==> config.mk <==
export PLATFORM = sky130hd
export DESIGN_NAME = lcd_text_ctrl
export DESIGN_NICKNAME = d
export VERILOG_FILES = /design/src/rtl/lcd_pkg.sv /design/src/rtl/lcd_byte_tx.sv /design/src/rtl/lcd_text_ctrl.sv
export SDC_FILE = /design/constraint.sdc
export NUM_CORES = 1
export LEC_CHECK = 0
export BUFFER_PORTS_ARGS = -buffer_cell sky130_fd_sc_hd__buf_2
export CAP_MARGIN = 20
export CORE_AREA = 2 2 137 206
export CTS_CLUSTER_DIAMETER = 100
export DETAILED_ROUTE_END_ITERATION = 7
export DIE_AREA = 0 0 139 208
export PLACE_DENSITY = 0.76
export SLEW_MARGIN = 20
export SYNTH_ARGS = -nofsm -noshare
export SYNTH_HDL_FRONTEND = slang
export SYNTH_HIERARCHICAL = 1
export SYNTH_SLANG_ARGS = --single-unit
==> constraint.sdc <==
create_clock -name CLOCK -period 3.7 [get_ports CLOCK]
set_input_delay 0.925 -clock CLOCK [delete_from_list [all_inputs] [get_ports CLOCK]]
set_output_delay 0.925 -clock CLOCK [all_outputs]
set_load 0.02 [all_outputs]
==> src/rtl/lcd_pkg.sv <==
// Shared constants and state encodings for the HD44780-style text LCD controller.
// The byte transmitter and the top-level refresh FSM both import this package.
package lcd_pkg;

  localparam logic [7:0] FUNC_SET = 8'h38;
  localparam logic [7:0] DISP_ON  = 8'h0C;
  localparam logic [7:0] ENTRY    = 8'h06;
  localparam logic [7:0] CLEAR    = 8'h01;
  localparam logic [7:0] DDRAM    = 8'h80;
  localparam logic [7:0] LINE2    = 8'h40;
  localparam logic [7:0] SPACE    = 8'h20;

  localparam int INIT_LEN = 5;

  typedef enum logic [2:0] {
    ST_PWR,
    ST_INIT,
    ST_IDLE,
    ST_ADDR,
    ST_CHAR
  } lcd_state_t;

  typedef enum logic [1:0] {
    TX_IDLE,
    TX_SETUP,
    TX_PULSE,
    TX_WAIT
  } tx_state_t;

  function automatic logic [7:0] init_cmd(input logic [2:0] idx);
    case (idx)
      3'd0, 3'd1: return FUNC_SET;
      3'd2:       return DISP_ON;
      3'd3:       return ENTRY;
      default:    return CLEAR;
    endcase
  endfunction

  function automatic int max_of(input int a, input int b);
    return (a > b) ? a : b;
  endfunction

endpackage

==> src/rtl/lcd_byte_tx.sv <==
// Sends one byte to the LCD as SETUP, EN pulse, then a settle wait.
// A new START is accepted in the final wait cycle so bytes can run back to back.
module lcd_byte_tx
  import lcd_pkg::*;
#(
  parameter int EN_CYC       = 12,
  parameter int CMD_WAIT_CYC = 2000,
  parameter int CLR_WAIT_CYC = 82000
) (
  input  logic       CLOCK,
  input  logic       SYNC_RST,
  input  logic       START,
  input  logic       RS,
  input  logic [7:0] DATA,
  input  logic       LONG,
  output logic       DONE,
  output logic       LCD_RS,
  output logic       LCD_EN,
  output logic [7:0] LCD_DATA
);

  localparam int CW = $clog2(max_of(max_of(EN_CYC, CMD_WAIT_CYC), CLR_WAIT_CYC) + 1);

  tx_state_t       r_state;
  logic [CW-1:0]   r_cnt;
  logic            r_rs;
  logic            r_en;
  logic            r_long;
  logic [7:0]      r_data;

  logic [CW-1:0]   w_wait_last;
  logic            w_last;
  logic            w_accept;

  assign w_wait_last = r_long ? CW'(CLR_WAIT_CYC - 1) : CW'(CMD_WAIT_CYC - 1);
  assign w_last      = (r_state == TX_WAIT) && (r_cnt == w_wait_last);
  assign w_accept    = START && ((r_state == TX_IDLE) || w_last);

  always_ff @(posedge CLOCK) begin
    if (!SYNC_RST) begin
      r_state <= TX_IDLE;
      r_cnt   <= '0;
      r_rs    <= 1'b0;
      r_en    <= 1'b0;
      r_long  <= 1'b0;
      r_data  <= '0;
    end else if (w_accept) begin
      // RS/DATA are captured here and held untouched until the next accept
      r_state <= TX_SETUP;
      r_cnt   <= '0;
      r_rs    <= RS;
      r_data  <= DATA;
      r_long  <= LONG;
      r_en    <= 1'b0;
    end else begin
      case (r_state)
        TX_SETUP: begin
          r_state <= TX_PULSE;
          r_en    <= 1'b1;
          r_cnt   <= '0;
        end
        TX_PULSE: begin
          if (r_cnt == CW'(EN_CYC - 1)) begin
            r_state <= TX_WAIT;
            r_en    <= 1'b0;
            r_cnt   <= '0;
          end else begin
            r_cnt <= r_cnt + CW'(1);
          end
        end
        TX_WAIT: begin
          if (w_last) begin
            r_state <= TX_IDLE;
          end else begin
            r_cnt <= r_cnt + CW'(1);
          end
        end
        default: ;
      endcase
    end
  end

  assign DONE     = w_last;
  assign LCD_RS   = r_rs;
  assign LCD_EN   = r_en;
  assign LCD_DATA = r_data;

endmodule

==> src/rtl/lcd_text_ctrl.sv <==
// Character-buffer LCD controller: power-up wait, init sequence, then full
// redraws of the buffer whenever it has been written or a refresh is requested.
module lcd_text_ctrl
  import lcd_pkg::*;
#(
  parameter int  COLS         = 16,
  parameter int  ROWS         = 2,
  parameter int  PWR_WAIT_CYC = 750000,
  parameter int  EN_CYC       = 12,
  parameter int  CMD_WAIT_CYC = 2000,
  parameter int  CLR_WAIT_CYC = 82000,
  localparam int NCELL        = ROWS * COLS,
  // One spare code point so out-of-range addresses exist even for power-of-two sizes
  localparam int AW           = $clog2(NCELL + 1)
) (
  input  logic          CLOCK,
  input  logic          SYNC_RST,
  input  logic          WR_EN,
  input  logic [AW-1:0] WR_ADDR,
  input  logic [7:0]    WR_CHAR,
  input  logic          REFRESH,
  output logic          LCD_RS,
  output logic          LCD_RW,
  output logic          LCD_EN,
  output logic [7:0]    LCD_DATA,
  output logic          INIT_DONE,
  output logic          BUSY
);

  localparam int IW  = (NCELL > 1) ? $clog2(NCELL) : 1;
  localparam int CLW = (COLS > 1) ? $clog2(COLS) : 1;
  localparam int PW  = $clog2(PWR_WAIT_CYC + 1);

  lcd_state_t      r_state;
  logic [2:0]      r_idx;
  logic            r_row;
  logic [CLW-1:0]  r_col;
  logic [PW-1:0]   r_cnt;
  logic            r_dirty;
  logic            r_init_done;
  logic            r_busy;

  lcd_state_t      w_nstate;
  logic [2:0]      w_nidx;
  logic            w_nrow;
  logic [CLW-1:0]  w_ncol;
  logic            w_adv;
  logic            w_start;
  logic            w_rs;
  logic            w_long;
  logic [7:0]      w_data;
  logic [IW-1:0]   w_cell;
  logic            w_done;
  logic            w_wr_ok;
  logic            w_init_fin;
  logic            w_refresh_go;
  logic [7:0]      w_buf [NCELL];

  assign w_wr_ok = WR_EN && (WR_ADDR < AW'(NCELL));

  for (genvar gi = 0; gi < NCELL; gi++) begin : g_cell
    logic [7:0] r_cell;
    always_ff @(posedge CLOCK) begin
      if (!SYNC_RST) begin
        r_cell <= SPACE;
      end else if (WR_EN && (WR_ADDR == AW'(gi))) begin
        r_cell <= WR_CHAR;
      end
    end
    assign w_buf[gi] = r_cell;
  end

  // Next-state logic; w_adv marks the cycle where the current step finishes
  always_comb begin
    w_adv    = 1'b0;
    w_nstate = r_state;
    w_nidx   = r_idx;
    w_nrow   = r_row;
    w_ncol   = r_col;
    case (r_state)
      ST_PWR: begin
        if (r_cnt == PW'(PWR_WAIT_CYC - 1)) begin
          w_adv    = 1'b1;
          w_nstate = ST_INIT;
          w_nidx   = 3'd0;
        end
      end
      ST_INIT: begin
        if (w_done) begin
          w_adv = 1'b1;
          if (r_idx == 3'(INIT_LEN - 1)) begin
            w_nstate = ST_IDLE;
          end else begin
            w_nidx = r_idx + 3'd1;
          end
        end
      end
      ST_IDLE: begin
        if (r_dirty || REFRESH) begin
          w_adv    = 1'b1;
          w_nstate = ST_ADDR;
          w_nrow   = 1'b0;
        end
      end
      ST_ADDR: begin
        if (w_done) begin
          w_adv    = 1'b1;
          w_nstate = ST_CHAR;
          w_ncol   = '0;
        end
      end
      ST_CHAR: begin
        if (w_done) begin
          w_adv = 1'b1;
          if (r_col == CLW'(COLS - 1)) begin
            if (r_row == 1'(ROWS - 1)) begin
              w_nstate = ST_IDLE;
            end else begin
              w_nstate = ST_ADDR;
              w_nrow   = 1'b1;
            end
          end else begin
            w_ncol = r_col + CLW'(1);
          end
        end
      end
      default: begin
        w_nstate = ST_PWR;
      end
    endcase
  end

  assign w_start      = w_adv && (w_nstate != ST_IDLE);
  assign w_init_fin   = (r_state == ST_INIT) && w_adv && (w_nstate == ST_IDLE);
  assign w_refresh_go = (r_state == ST_IDLE) && w_adv;
  assign w_cell       = (w_nrow ? IW'(COLS) : IW'(0)) + IW'(w_ncol);

  // The byte for the step being entered; the buffer is sampled as SETUP begins
  always_comb begin
    w_rs   = 1'b0;
    w_long = 1'b0;
    w_data = '0;
    case (w_nstate)
      ST_INIT: begin
        w_data = init_cmd(w_nidx);
        w_long = (w_data == CLEAR);
      end
      ST_ADDR: begin
        w_data = DDRAM | (w_nrow ? LINE2 : 8'h00);
      end
      ST_CHAR: begin
        w_rs   = 1'b1;
        w_data = w_buf[w_cell];
      end
      default: ;
    endcase
  end

  always_ff @(posedge CLOCK) begin
    if (!SYNC_RST) begin
      r_state     <= ST_PWR;
      r_idx       <= '0;
      r_row       <= 1'b0;
      r_col       <= '0;
      r_cnt       <= '0;
      r_dirty     <= 1'b0;
      r_init_done <= 1'b0;
      r_busy      <= 1'b1;
    end else begin
      r_state <= w_nstate;
      r_idx   <= w_nidx;
      r_row   <= w_nrow;
      r_col   <= w_ncol;
      r_busy  <= (w_nstate != ST_IDLE);
      r_cnt   <= (r_state == ST_PWR && !w_adv) ? r_cnt + PW'(1) : '0;
      // A write landing with the refresh start keeps DIRTY set
      r_dirty <= w_wr_ok || w_init_fin || (r_dirty && !w_refresh_go);
      if (w_init_fin) begin
        r_init_done <= 1'b1;
      end
    end
  end

  lcd_byte_tx #(
    .EN_CYC       (EN_CYC),
    .CMD_WAIT_CYC (CMD_WAIT_CYC),
    .CLR_WAIT_CYC (CLR_WAIT_CYC)
  ) u_tx (
    .CLOCK    (CLOCK),
    .SYNC_RST (SYNC_RST),
    .START    (w_start),
    .RS       (w_rs),
    .DATA     (w_data),
    .LONG     (w_long),
    .DONE     (w_done),
    .LCD_RS   (LCD_RS),
    .LCD_EN   (LCD_EN),
    .LCD_DATA (LCD_DATA)
  );

  assign LCD_RW    = 1'b0;
  assign INIT_DONE = r_init_done;
  assign BUSY      = r_busy;

endmodule

Word-level counts from Yosys, hierarchy flattened. Cells that the tools add are included.

Add/sub/neg operators: 5. Magnitude comparators: 2. Eq/ne operators: 57. Muxes and demuxes: 45. Bitwise operators: 2. Reductions and logical operators: 62.

Operators by type and width (count): $eq A6 B5 Y1 const B (16); $mux W17 (3); $pmux W17 S3 (1); $eq A6 B4 Y1 const B (8); $logic_and A1 B1 Y1 (41); $bmux W8 S5 (1); $mux W3 (10); $eq A6 B3 Y1 const B (4); $mux W8 (3); $pmux W8 S3 (1); $add A20 B1 Y20 const B (1); $eq A20 B20 Y1 const B (1); $eq A3 B2 Y1 const B (6); $pmux W6 S3 (1); $add A17 B1 Y17 const B (1); $eq A17 B17 Y1 (1); $eq A17 B4 Y1 const B (1); $pmux W3 S5 (1); $eq A6 B2 Y1 const B (2); $mux W4 (3); $mux W1 (11); $eq A3 B1 Y1 const B (3); $eq A3 B3 Y1 const B (3); $eq A8 B1 Y1 const B (1); other kinds (35) (49).

Flip-flop bits (word level): 320. Bits of input ports: 18.

Depth between registers and ports, before layout.
Depth in word-level cells: 12. Depth in mapped cells: 18. Depth with buffers taken out: 14.

Cells and area by module. Netlist, hierarchy kept.

By module, submodules not included: lcd_text_ctrl (times used 1, cells an instance 1550, area an instance 13629.3 um2, seq. area each 5805.6 um2); lcd_byte_tx (times used 1, cells an instance 188, area an instance 1635.3 um2, seq. area each 600.6 um2).

Worst setup path before layout. No wires, ideal clock.

Path type: register to register. Start point: register u_tx.r_cnt[7]. End point: register u_tx.r_data[6] (netlist: u_tx/LCD_DATA[6]). Setup time: 0.128 ns. Arrival: 3.369 ns. Setup slack: 0.203 ns. Stages on the path, launching flop included: 13. Path buffers: 1. Period minus slack after synthesis: 3.497 ns. Cells stage by stage: dfxtp_1 > or4_4 > o32a_2 > nor2_1 > buf_2 > nand4b_1 > o211a_2 > nor2_2 > mux4_2 > a221oi_1 > a32oi_1 > mux2i_1 > nor2_1.

Word-level cells in the longest chain between the ends: 11. Elaborated cells on any way between the ends: 28. Classes of those cells: add/sub (1); eq/ne (5); mux (17); bitwise (1); reduce/logical (4).

RTL lines: start: declaration (line lcd_byte_tx.sv:25) `logic [CW-1:0] r_cnt;`; start signal: assignment (line lcd_byte_tx.sv:68) `r_cnt <= r_cnt + CW'(1);`; start signal: assignment (line lcd_byte_tx.sv:75) `r_cnt <= r_cnt + CW'(1);`; $eq A17 B17 Y1 * (line lcd_byte_tx.sv:36) `assign w_last = (r_state == TX_WAIT) && (r_cnt == w_wait_last);`; $logic_and A1 B1 Y1 * (line lcd_byte_tx.sv:36); net w_done (line lcd_text_ctrl.sv:53) `logic w_done;`; $mux W1 (line lcd_text_ctrl.sv:113) `if (w_done) begin`; $pmux W1 S2 (line lcd_text_ctrl.sv:80) `case (r_state)`; $mux W5 (line lcd_text_ctrl.sv:136) `assign w_cell = (w_nrow ? IW'(COLS) : IW'(0)) + IW'(w_ncol);`; $add A5 B4 Y5 (line lcd_text_ctrl.sv:136); $not A5 Y6 (implied by the code) (line lcd_text_ctrl.sv:153) `w_data = w_buf[w_cell];`; $bmux W8 S5 (line lcd_text_ctrl.sv:153); $mux W8 (implied by the code) (2 in series) (line lcd_text_ctrl.sv:153); $pmux W8 S3 * (line lcd_text_ctrl.sv:143) `case (w_nstate)`; net w_data[6] (line lcd_text_ctrl.sv:51) `logic [7:0] w_data;`; end signal: assignment (line lcd_byte_tx.sv:46) `r_data <= '0;`; end signal: assignment (line lcd_byte_tx.sv:52) `r_data <= DATA;`; end: declaration (line lcd_byte_tx.sv:29) `logic [7:0] r_data;`.

The timed path passes the listed nets; every way through them passes the cells marked *. The select of a mux whose other input is x is not followed. A chain may end at the register's enable or synchronous reset.

Worst setup path after layout.
Start point: register u_tx.r_cnt[9]. End point: register u_tx.r_data[4] (netlist: u_tx/LCD_DATA[4]).

Same word-level chain as after synthesis.

==> impl_metrics.ini <==
[pwr]
power.net_switching_mw = 1.611
vdd.ir_drop.worst_mv = 0.7618
clock_power_share_pct = 47.5
power.density_nw_per_um2 = 377.6
fraction_of_power_spent_switching_nets_pct = 22.66
total_power_mw = 7.109
power_frac_seq_pct = 48.8
total_leakage_power_nw = 7.915
combinationalPowerShare_pct = 3.6
internal-power_mw = 5.498

[timing]
fmax_mhz = 269.3
timing.final.crit_share_pct = 100.4
timing.final.hold_violations = 0
setup_repair_after_global_routing_missed_its_margin = yes
finalSetupTns_ns = -0.01830
setup-violations-final = 2
timing_max_transition_violations_final = 0
slew_headroom_pct = 35.70
layout_setup_ws_ns = -0.01323
skew_ns = 0.02406
whs_ns = 0.4489
fin_crit_ns = 3.713
max_slew.worst_pin.slew_ns = 0.9615

[route]
drt_first_iter_violations = 1618
vias = 14380
drc = 0
wire_per_inst_um = 23.50
wl_um = 52860
ant_nets = 0
drtPass1Iterations = 6
avgViaCountPerCell = 6.394

[run_status]
violations = setup timing
status = finished with violations

[hold_path]
min_path_type = reg -> reg
timing.hold.worst_endpoint = r_cnt[0]
timing.hold.worst.start = r_cnt[0]
holdPathStages = 1

[clocking]
cts_max_path_buffers = 3
root_buffer = clkbuf_16
tritoncts = done
clkSinkCount = 320
cts-buffers-inserted = 31
htree_num_levels = 1
clock_insertion_delay_worst_skew_ns = 0.59
path_clk_slew_ns = 0.07

[final_layout]
fillCellCount = 2074
post-route-cell-area_um2 = 18830
postLayoutCoreUtil_pct = 69.63
area_of_the_multi_input_gates_um2 = 8860
register_cell_area_after_layout_um2 = 6407
area_delta_synth_final_pct = 23.33
final_layout_size_suffix_gt1_share_pct = 21.24
finish.cell_count_without_fillers = 2249
antenna-diode-count = 0
final_nets = 1913

[logic_synthesis]
count_of_flip_flops_with_a_built_in_enable_after_synthesis = 0
ys_seq_area_share_pct = 41.97
synth.top_cells.by_area = dfxtp_1 (42%), mux2i_1 (18%), nor2_1 (7.5%), nand2_1 (4.3%), nand3_1 (2.3%)
syn_area_um2 = 15260
syn_inst = 1738
syn_nets = 1767
synthesis.yosys.warnings = 6
synth-main-ff-cell = dfxtp_1
synth_common_cells = dfxtp_1 (320), nor2_1 (304), mux2i_1 (279), nand2_1 (175), clkbuf_1 (87)
synthArstFlopShare_pct = 0
post-synth-top-count-cell = dfxtp_1
synth_cell_types = 86
synthDominantAreaCellType = dfxtp_1
synth-seq-cells = 320
avgSynthCellArea_um2 = 8.783
yosys_top_cell_area_share_pct = 41.97

[critical_path]
timing.critical_path.arrival_ns = 4.17
critical_path.n_buffers_inverters = 5
worst-r2r-setup-slack_ns = -0.01
crit_slowest_cell = or4_4
crit-reg2reg-capture = u_tx/LCD_DATA[4]
critical_path_required_ns = 4.16
critical-path-top-delay-family = simple AND/OR/NAND/NOR gates
nature_of_the_critical_path_startpoint = flop
critical-path-max-stage-delay_ns = 0.56
critical_path_class = reg -> reg
rr_worst_depth = 17
worstPathCellList = or4_4, o32a_4, nor2_4, buf_6, nand4bb_4, buf_6, o211a_4, buf_6, o211ai_1, buf_4, a211o_1, o311ai_4, buf_4, nor4_2, a211oi_1, mux2i_1, nor2_1
timing.critical_path.mode_cell = buf_6
timing.rr.start = u_tx/r_cnt[9]
endpoint_kind = flop
critical_path_peak_fanout = 8

[floorplanning]
die_h_um = 208
die_area_um2 = 28910
core_region_area_um2 = 27040
placementRows = 74
ioPinCount = 31
initial_utilization_pct = 56.46
fp.dieW_um = 139

[place]
dp_hpwl_um = 35660
dp_slack_ns = -0.3915
io_buffer_count = 29
globalplace.congestion = 1.029
dpl_cell_area_um2 = 16880
place.detailed.instances = 2180

[run]
maxCapViolations = 0

[global_routing]
grt_antenna_before_repair = 1
gr-total-overflow = 0
grt_start_max_net_pins = 124
first_global_vias = 14100
grt_pass1_wl_um = 79380
grt_use_total_pct = 34.75
-- placed cells by master, fill, tap and decap left out, drive strengths merged, types with 14 or more instances in the layout --
cell	count
nand3	71
and3	45
xor2	14
o21ai	40
nand2	176
a311oi	20
buf	239
nor3	19
nor2	306
clkbuf	46
a211oi	35
inv	16
dfxtp	320
a21oi	46
xnor2	14
mux2i	279
-- flip-flops by register name, summed over array words and instances (netlist names), 2 cells and up --
register       count
g_cell.r_cell    256
r_cnt             20
r_col              4
r_idx              3
r_state            3
u_tx/LCD_DATA      8
u_tx/r_cnt        17
u_tx/r_state       2
-- power by group through the flow --
stage / Clock [mW] / Combinational, mW / Sequential, mW
global route: 3.52 / 0.272 / 3.47
CTS: 3.39 / 0.248 / 3.47
finish: 3.38 / 0.259 / 3.47
detailed placement: 0 / 0.246 / 3.55
floorplan: 0 / 0.159 / 3.54
global placement: 0 / 0.244 / 3.55
-- kinds of logic (layout without fill, tap and decap cells) --
| kind of cell | after synthesis | after routing | synth area share (%) |
|---|---|---|---|
| buf+inv | 143 | 312 | 4.082 |
| xor+xnor | 28 | 28 | 1.607 |
| compound gates | 235 | 235 | 10.93 |
| mux | 283 | 283 | 18.74 |
| flops | 320 | 320 | 41.97 |
| fa+ha+maj | 11 | 11 | 0.9016 |
| other cells | 1 | 1 | 0.02457 |
| simple gates | 717 | 717 | 21.75 |
-- metal layers --
metal	vias up	GRT usage [%]	wire length [um]
met5	-	0	0
met4	0	23.75	4029
met3	268	5.639	4112
met2	835	59.01	25730
met1	6849	39.95	18990
li1	6427	-	-
-- area by class of cell --
class	count	area share (%)
Sequential cell	320	34.04
Timing Repair Buffer	240	10.49
Inverter	16	0.3456
Tap cell	342	2.273
Multi-Input combinational cell	1275	47.06
Clock inverter	11	0.7577
Clock buffer	45	5.038
-- timing repair --
| item | CTS | global route |
|---|---|---|
| cloned | 0 | 1 |
| endpoints found under the hold margin | 0 | 0 |
| resized for setup | 50 | 91 |
| pin swaps | 8 | 24 |
| hold buffers | 0 | 0 |
| buffers inserted | 5 | 8 |
| endpoints found under the setup margin | 18 | 29 |
-- how the worst max path moves through the flow --
stage               depth (start not counted)          start  slack (ns)                to
floorplan                                  12  u_tx/r_cnt[7]        0.20  u_tx/LCD_DATA[6]
CTS                                        15  u_tx/r_cnt[7]        0.02  u_tx/LCD_DATA[3]
finish                                     17  u_tx/r_cnt[9]       -0.01  u_tx/LCD_DATA[4]
global route                               17  u_tx/r_cnt[9]       -0.11  u_tx/LCD_DATA[2]
detailed placement                         16  u_tx/r_cnt[7]       -0.39  u_tx/LCD_DATA[6]
global placement                           16  u_tx/r_cnt[7]       -0.36  u_tx/LCD_DATA[6]
No activity file was read; power rests on OpenSTA's default activity.
